--- config.mk ---
export PLATFORM = sky130hd
export DESIGN_NAME = sort5_seq
export DESIGN_NICKNAME = d
export VERILOG_FILES = /design/src/rtl/sort5_seq.sv
export SDC_FILE = /design/constraint.sdc
export NUM_CORES = 1
export LEC_CHECK = 0
export BUFFER_PORTS_ARGS = -buffer_cell sky130_fd_sc_hd__buf_4
export CORE_ASPECT_RATIO = 1.2
export CORE_MARGIN = 1
export CORE_UTILIZATION = 52
export DETAILED_ROUTE_END_ITERATION = 6
export PLACE_DENSITY = 0.85
export RECOVER_POWER = 25
export SLEW_MARGIN = 5
export SYNTH_ARGS = -nofsm -noshare
export SYNTH_HDL_FRONTEND = slang
export SYNTH_SLANG_ARGS = --single-unit
--- constraint.sdc ---
create_clock -name clk -period 9.33 [get_ports clk]
set_input_delay 0.933 -clock clk [delete_from_list [all_inputs] [get_ports clk]]
set_output_delay 0.933 -clock clk [all_outputs]
set_load 0.005 [all_outputs]
--- src/rtl/sort5_seq.sv ---
// ============================================================================
// Module   : sort5_seq
// Brief    : Frame sequencer around the 5-word merge sorter: collects five
//            words, steps the sorter through its three phases, then streams
//            the sorted words back out smallest first.
// Revision : 1.0  initial release
// ============================================================================
`default_nettype none

module sort5_seq #(
    parameter int DW = 16,
    parameter int NW = 5
) (
    input  logic          clk,
    input  logic          rst,
    input  logic          in_valid,
    output logic          in_ready,
    input  logic [DW-1:0] in_data,
    output logic          out_valid,
    input  logic          out_ready,
    output logic [DW-1:0] out_data,
    output logic          out_last,
    output logic          busy,
    output logic [DW-1:0] srt_in1,
    output logic [DW-1:0] srt_in2,
    output logic [DW-1:0] srt_in3,
    output logic [DW-1:0] srt_in4,
    output logic [DW-1:0] srt_in5,
    output logic [1:0]    srt_mod,
    input  logic [DW-1:0] srt_out1,
    input  logic [DW-1:0] srt_out2,
    input  logic [DW-1:0] srt_out3,
    input  logic [DW-1:0] srt_out4,
    input  logic [DW-1:0] srt_out5
);

    typedef enum logic [2:0] {
        S_COLLECT = 3'd0,
        S_PH0     = 3'd1,
        S_PH1     = 3'd2,
        S_PH2     = 3'd3,
        S_CAP     = 3'd4,
        S_EMIT    = 3'd5
    } state_t;

    localparam logic [2:0] C_LAST_IDX = 3'(NW - 1);

    state_t        state_q, state_d;
    logic [2:0]    count_q, count_d;
    logic [2:0]    idx_q, idx_d;
    logic [DW-1:0] load_q [NW];
    logic [DW-1:0] cap_q  [NW];
    logic [DW-1:0] w_srt_out [NW];
    logic          w_accept;

    assign w_srt_out[0] = srt_out1;
    assign w_srt_out[1] = srt_out2;
    assign w_srt_out[2] = srt_out3;
    assign w_srt_out[3] = srt_out4;
    assign w_srt_out[4] = srt_out5;

    assign in_ready  = (state_q == S_COLLECT);
    assign busy      = (state_q != S_COLLECT);
    assign out_valid = (state_q == S_EMIT);
    assign out_last  = (state_q == S_EMIT) && (idx_q == C_LAST_IDX);
    assign out_data  = (state_q == S_EMIT) ? cap_q[idx_q] : '0;
    assign w_accept  = in_valid && in_ready;

    assign srt_in1 = load_q[0];
    assign srt_in2 = load_q[1];
    assign srt_in3 = load_q[2];
    assign srt_in4 = load_q[3];
    assign srt_in5 = load_q[4];

    always_ff @(posedge clk) begin
        if (rst) begin
            state_q <= S_COLLECT;
            count_q <= '0;
            idx_q   <= '0;
            for (int i = 0; i < NW; i++) begin
                load_q[i] <= '0;
                cap_q[i]  <= '0;
            end
        end else begin
            state_q <= state_d;
            count_q <= count_d;
            idx_q   <= idx_d;
            if (w_accept) begin
                load_q[count_q] <= in_data;
            end
            // Sorter outputs settle after the mod=10 phase, i.e. during CAP.
            if (state_q == S_CAP) begin
                for (int i = 0; i < NW; i++) begin
                    cap_q[i] <= w_srt_out[i];
                end
            end
        end
    end

    always_comb begin
        state_d = state_q;
        count_d = count_q;
        idx_d   = idx_q;
        srt_mod = 2'b11;
        case (state_q)
            S_COLLECT: begin
                if (w_accept) begin
                    if (count_q == C_LAST_IDX) begin
                        count_d = '0;
                        state_d = S_PH0;
                    end else begin
                        count_d = count_q + 3'd1;
                    end
                end
            end
            S_PH0: begin
                srt_mod = 2'b00;
                state_d = S_PH1;
            end
            S_PH1: begin
                srt_mod = 2'b01;
                state_d = S_PH2;
            end
            S_PH2: begin
                srt_mod = 2'b10;
                state_d = S_CAP;
            end
            S_CAP: begin
                state_d = S_EMIT;
                idx_d   = '0;
            end
            S_EMIT: begin
                if (out_ready) begin
                    if (idx_q == C_LAST_IDX) begin
                        state_d = S_COLLECT;
                        idx_d   = '0;
                    end else begin
                        idx_d = idx_q + 3'd1;
                    end
                end
            end
            default: begin
                state_d = S_COLLECT;
            end
        endcase
    end

endmodule

`default_nettype wire

Word level (Yosys, flattened, before mapping)
Memories as Yosys holds them, arrays and structs flattened. A register that Yosys moved wholly into a read port is not among the register bits. Index checks and enable logic that the tools add are counted.

Flip-flop bits (word level): 9. RAM bits: 160. Input bits: 100. Output and inout port bits: 102. Word-level logic and storage cells: 61. Memories: 2.

Add/sub/neg operators: 2. Equal/unequal tests: 11. Multiplexer cells: 29. Bitwise logic cells: 5. Reduce and logical (&&, ||, !) cells: 9.

Memories: cap_q (words 5, width 16, read ports 1, clocked after memory_dff 1, write ports 5, RTL line 52) `logic [DW-1:0] cap_q [NW];`; load_q (words 5, width 16, read ports 5, clocked after memory_dff 0, write ports 5, RTL line 51) `logic [DW-1:0] load_q [NW];`.

Operators by type and width (count): $mux W16 (7); $mux W3 (10); $pmux W3 S6 (1); $reduce_or A16 Y1 (1); $eq A3 B3 Y1 const B (4); $mux W1 (9); $ne A2 B1 Y1 const B (4); $add A3 B1 Y3 const B (2); $eq A3 B2 Y1 const B (2); $pmux W2 S3 (1); $pmux W3 S2 (1); $or A1 B1 Y1 (5); $reduce_and A2 Y1 (2); $reduce_and A4 Y1 (1); $eq A3 B1 Y1 const B (1); $logic_not A3 Y1 (1); $reduce_bool A3 Y1 (1); $logic_and A1 B1 Y1 (2); $reduce_bool A2 Y1 (1).

Logic depth before layout (Yosys ltp)
Gate-level depths: netlist of the first run.

Word-level depth: 7. Depth in mapped cells: 6. Gate-level depth less buffers: 5.

Least setup slack after synthesis of the first run
Ideal clock, no wire load.

Kind: reg2reg. Start point: reg state_q[0]. End point: mem cap_q[0][0], enable pin. Setup time: 0.629 ns. Arrival: 6.204 ns. Data required time: 8.701 ns. Path slack: 2.498 ns. Cell stages (with the launch flop): 3. Path buffers: 1. Period minus slack after synthesis: 6.832 ns. Path through: dfxtp_1 > clkbuf_1 > o21ai_0.

RTL lines: start, declared (RTL line 48) `state_t state_q, state_d;`; start signal, assigned (RTL line 85) `state_q <= state_d;`; end, declared (RTL line 52).

Worst setup path after layout of the first run
Start point: reg state_q[2]. End point: out out_data[6].

Longest elaborated chain between the ends: 2.

Ends and longest elaborated chain: $eq A3 B3 Y1 (RTL line 66) `assign out_data = (state_q == S_EMIT) ? cap_q[idx_q] : '0;`; $mux W16 (RTL line 66); end, declared (RTL line 21) `output logic [DW-1:0] out_data,`.

No other way between the ends.

==> metrics, run 1 <==
Core ar.=13400 um2; layout cells sized above 1=37.6%; DR WL/cell=17.6 um; library cells used by synthesis=33; Max-cap violations=1; nature of the critical path endpoint=primary output; Antenna Violating Nets Remaining=0; postcts setup bufs=0; global-route wire length before repair=23300 um; failing checks=max-capacitance violations, max-slew violations; DPL Wire Length=10700 um; Synth Cell Area=7260 um2; CP Class=reg -> out; final wirelength=15000 um; Yosys Warn Count=0; fmax=0.296 GHz; Internal=1.32 mW; largest net degree at the start of global routing=81; NetSw=0.377 mW; number of flops mapped to enable cells by yosys=160; TNS Setup=0 ns; number of port buffers=201; Synth Register Bits=172; worst path arrival time=2.45 ns; P per Cell Area=179 nW/um2; WP data required=8.40 ns; top cell type's share of synthesized area=66.2%; syn nets=580; Final min period=3.38 ns; root cell of the clock tree=clkbuf_16; Initial DRC Count=188; Leak=3.75 nW; synth cell count leaders=and2_1, edfxtp_1, nor2_1; vias per cell=5.25; Clk pwr share=41.4%; Worst Clk Skew=0.0174 ns; RePlAce Congestion=0.822; ys async rst share=0%; worst slew pin tran=2.34 ns; vias post-DR=4485; Sw Share=22.3%; IO Count=202; Initial Utilization=54.1%; H-Tree Depth=4; number of global-route vias before repair=4457; critical path peak fanout=18; status=finished, violations left; clk_lat worst skew=0.42 ns; total global routing overflow=0; Final period util=36.3%; Clock Tree Buf Depth=2; Post-layout nets=777; RSZ-0062 raised after global routing=false; n_diodes=0; CTS tree=yes; die footprint=14400 um2; utilization after layout=70.3%; clock buffer count from CTS=17; Slew HR=-55.7%; Placement Rows=46; most common flop cell mapped by yosys=edfxtp_1; Seq/Total Area, Yosys=69.5%; gr usage total=21.7%; DRT Pass-1 Iters=4; Reg power frac=52.4%; hold buffer count at CTS=0; area added between synthesis and finish=30.0%; die height=131 um; Min-Delay Path Class=reg -> reg; Worst-path clk slew=0.06 ns; Slew Limit Fails=81; drt drc=0; Final Setup Violations=0; final hold viol count=0; Resized Gates After CTS=0; Die X=110 um; largest area contributor in the netlist=edfxtp_1; clk sinks=172; top area cells in the synthesized netlist=edfxtp_1, and2_1, mux4_2, dfxtp_1, mux2i_1; Comb pwr share=6.2%; post-synthesis cell count=476; initial antenna violation count=0; Setup crit start kind=register; worst vdd ir=143 uV; syn avg cell area=15.2 um2
## path summary, 6_finish.rpt
kind / to / from / slack (ns) / cells past startpoint
hold / removal: register / idx_q[2] / 0.53 / 1
setup reg to reg: cap_q[4][6] / state_q[0] / 6.26 / 3
setup / recovery: out_data[6] / state_q[2] / 5.95 / 4
hold reg to reg: register / idx_q[2] / 0.53 / 1
## cell usage in the layout, fill, tap and decap left out, types with 6 or more instances in the layout
master     synthesis  routed
nand2_1           10      10
and2_1           160     114
nor2_1            20      20
and2_0             0      46
dfxtp_1           12      12
clkbuf_1          16       6
edfxtp_1         160     160
mux2i_1           16      16
mux4_2            16      16
buf_4              0     170
clkbuf_4           0      28
a21oi_1            7       7
inv_1              7       7
clkbuf_16          0      17
## registers in the layout, summed over array words and instances, names as in the netlist, named ones only
signal	cells
cap_q	80
count_q	3
idx_q	3
load_q	80
state_q	3
## metrics by stage
stage | total power [mW] | setup WS (ns) | hold WS [ns] | std cells | cell area [um2]
after floorplan | 0.938 | 2.50 | 0.480 | 476 | 7260
final | 1.69 | 5.95 | 0.534 | 854 | 9430
after CTS | 1.71 | 5.95 | 0.534 | 854 | 9460
after global placement | 1.01 | 6.26 | 0.521 | 822 | 8870
after detailed placement | 1.01 | 6.11 | 0.524 | 822 | 8870
after global routing | 1.75 | 5.57 | 0.573 | 854 | 9430
## critical path: stages, from the launching register on
cell	delay (ns)
dfxtp_1	0.47
nor2b_1	0.47
nand2_1	0.64
nor2_1	0.32
buf_4	0.15
## power by group through the flow
stage	clock (mW)	sequential, mW	combinational [mW]
2_1_floorplan	0	0.906	0.0323
3_3_place_gp	0	0.903	0.104
3_5_place_dp	0	0.905	0.107
4_1_cts	0.711	0.888	0.107
5_1_grt	0.743	0.890	0.114
6_report	0.700	0.887	0.105
## cell type report
class                      instances  area [um2]
tap                              168         210
timing repair buffer             204        1510
inverter                           7        26.3
sequential                       172        5040
multi-input combinational        271        2050
clock inverter                    15         168
clock buffer                      17         425
fill                             878        3980
## layer usage
layer  vias up  routed length (um)  global-route usage, %
met5         -                   0                      0
met4         0                 216                   6.74
met3        20                1190                   4.37
met2       261                7690                   37.3
met1      2115                5930                   27.2
li1       2089                   -                      -
## kinds of logic after synthesis
| logic type | Yosys count | share of synthesized area (%) |
|---|---|---|
| buffers and inverters | 33 | 2.38 |
| XOR/XNOR | 1 | 0.121 |
| AND/OR/NAND/NOR | 216 | 18.6 |
| flip-flops | 172 | 69.5 |
| adder cells (fa/ha/maj) | 4 | 0.690 |
| AO/OA/AOI/OAI | 18 | 1.52 |
| multiplexers | 32 | 7.17 |
(Power assumes the default switching activity.)
==> run 2: changes to the inputs <==
Settings changed: CORE_UTILIZATION 52 to 47, PLACE_DENSITY 0.85 to 0.81.
Clock period 9.33 ns to 2.9 ns, I/O delays scaled along.
==> run 2 against run 1 <==
  * The run now ends clean
  * First-iteration DRC count up 32%
  * Sequential share of layout area down 0.17 points
  * Sequential cell count unchanged
  * Clock power rose to 3.1 times the previous value
  * Non-clock buffer count up 8
  * Hold slack worse by 0.40 ns
  * Power rose to 3.2 times the previous value
  * Critical path depth unchanged
  * Critical endpoint unchanged
==> metrics, run 2 (synthesized netlist as in run 1, its figures left out) <==
status=finished, final reports clean (was finished, violations left); Antenna Violating Nets Remaining=0 (unchanged); final hold viol count=0 (unchanged); number of global-route vias before repair=4532 (was 4457); clk_lat worst skew=0.42 ns (about the same); IO Count=202 (unchanged); WP data required=2.61 ns (was 8.40 ns); initial antenna violation count=0 (unchanged); Worst R2R Setup Slack=0.40 ns (was 6.26 ns); vias per cell=5.05 (was 5.25); P per Cell Area=564 nW/um2 (was 179 nW/um2); n_diodes=0 (unchanged); RePlAce Congestion=0.791 (was 0.822); hold buffer count at CTS=0 (unchanged); number of port buffers=201 (unchanged); die height=138 um (was 131 um); WHS Endpoint=cap_q[1][10]; vias post-DR=4536 (was 4485); RSZ-0062 raised after global routing=false (unchanged); largest net degree at the start of global routing=81 (unchanged); clock buffer count from CTS=17 (unchanged); DRT Pass-1 Iters=5 (was 4); layout cells sized above 1=35.9% (was 37.6%); dpl cell area=8990 um2 (was 8870 um2); total global routing overflow=0 (unchanged); clk sinks=172 (unchanged); Reg power frac=53.4% (was 52.4%); final wirelength=14600 um (was 15000 um); CTS tree=yes (unchanged); Worst Reg2Reg Path Length in Cells=4 (was 3); reg2reg start=state_q[0] (unchanged); final-layout fill cell count=1103 (was 878); Finished Layout Cells=898 (was 854); Final period util=87.3%; Multi-input gate area=2050 um2 (about the same); fmax=0.395 GHz; TNS Setup=0 ns (unchanged); Internal=4.25 mW (was 1.32 mW); Max-cap violations=0 (was 1); R2R Path End=load_q[4][11] (was cap_q[4][6]); Slew Limit Fails=0 (was 81); Placement Rows=49 (was 46); Initial Utilization=48.3% (was 54.1%); Clk pwr share=40.3% (was 41.4%); area added between synthesis and finish=30.4% (was 30.0%); DR WL/cell=16.3 um (was 17.6 um); Comb pwr share=6.3% (was 6.2%); Final Setup Violations=0 (unchanged); Post-layout nets=785 (was 777); hold path depth=2 (was 1); worst path arrival time=2.24 ns (was 2.45 ns); nature of the critical path endpoint=primary output (unchanged); NetSw=1.08 mW (was 0.377 mW); global-route wire length before repair=22500 um (was 23300 um); Clock Tree Buf Depth=2 (unchanged); gr usage total=19.0% (was 21.7%); Inst Count DP=866 (was 822); hold_sp=srt_out2[10] (was idx_q[2]); DPL Wire Length=10800 um (was 10700 um); Core ar.=15000 um2 (was 13400 um2); FF/Latch Area=5040 um2 (unchanged); worst vdd ir=398 uV (was 143 uV); Die X=115 um (was 110 um); Worst-path clk slew=0.06 ns (about the same); drt drc=0 (unchanged); worst slew pin tran=1.05 ns (was 2.34 ns); Leak=3.76 nW (was 3.75 nW); Worst Clk Skew=0.00674 ns (was 0.0174 ns); Setup crit start kind=register (unchanged); Min-Delay Path Class=in -> reg (was reg -> reg); critical path peak fanout=18 (unchanged); commonest non-fill, non-tap cells in the layout=and2_1, edfxtp_1, buf_4, clkbuf_4 (was buf_4, edfxtp_1, and2_1, and2_0, clkbuf_4); Sw Share=20.3% (was 22.3%); root cell of the clock tree=clkbuf_16 (unchanged); die footprint=15900 um2 (was 14400 um2); Initial DRC Count=249 (was 188); CP Class=reg -> out (unchanged); Slew HR=29.9% (was -55.7%); Largest regs=cap_q: 80 flops, load_q: 80 flops (unchanged); Final min period=2.53 ns; fin area=9460 um2 (was 9430 um2); H-Tree Depth=4 (unchanged)
==> run 2: changes by cell type in the layout (fill, tap and decap cells not counted), moves of 2 or more <==
cell      previous run  this run
and2_1             114       160
clkbuf_1             6        20
clkinv_1             0         3
clkinv_4             2         4
inv_8                5         0
buf_4              170       129
inv_6                4         0
and2_0              46         0
clkbuf_4            28        65
==> run 2: timing repair <==
action / CTS / global route
endpoints found under the setup margin: 0 / 2
endpoints found under the hold margin: 0 / 0
setup buffers: 0 / 0
resized for setup: 0 / 1
==> run 2: power by group through the flow <==
stage	Combinational [mW]	Sequential [mW]	Clock, mW
floorplan	0.105	2.90	0
global placement	0.342	2.90	0
detailed placement	0.354	2.91	0
CTS	0.355	2.85	2.17
global route	0.362	2.86	2.26
finish	0.334	2.85	2.15
==> run 2: per-layer routing <==
layer  global-route usage, %  wire length, um
met3                    4.60             1080
met1                    22.4             5740
met4                    7.52              227
met5                       0                0
met2                    32.8             7600
==> run 2: layout make-up <==
class	instances	share of cell area (%)
Sequential cell	172	53.3
Multi-Input combinational cell	271	21.7
Timing Repair Buffer	212	16.1
Clock buffer	20	4.61
Tap cell	204	2.70
Clock inverter	12	1.31
Inverter	7	0.278
==> run 2: critical path: stages (launching register included) <==
cell,delay (ns)
dfxtp_1,0.47
nor2b_1,0.52
nand2_2,0.39
nor2_1,0.27
buf_4,0.14
==> run 2: how the worst max path moves through the flow <==
stage,start,endpoint,cells after the start
after floorplan,state_q[0],cap_q[0][0],2
after global placement,state_q[2],load_q[3][12],3
after detailed placement,state_q[2],out_data[6],4
after CTS,state_q[2],out_data[13],4
after global routing,state_q[2],out_data[13],4
final,state_q[2],out_data[6],4
==> run 2: through the flow <==
step                total power, mW  hold slack, ns  util, %  worst slack [ns]
floorplan                      3.01           0.480        -             0.539
global placement               3.24           0.512     59.8             0.744
detailed placement             3.26           0.524     59.8             0.608
CTS                            5.38           0.122     63.6             0.137
global route                   5.49           0.127     63.0             0.221
finish                         5.34           0.136     63.0             0.368
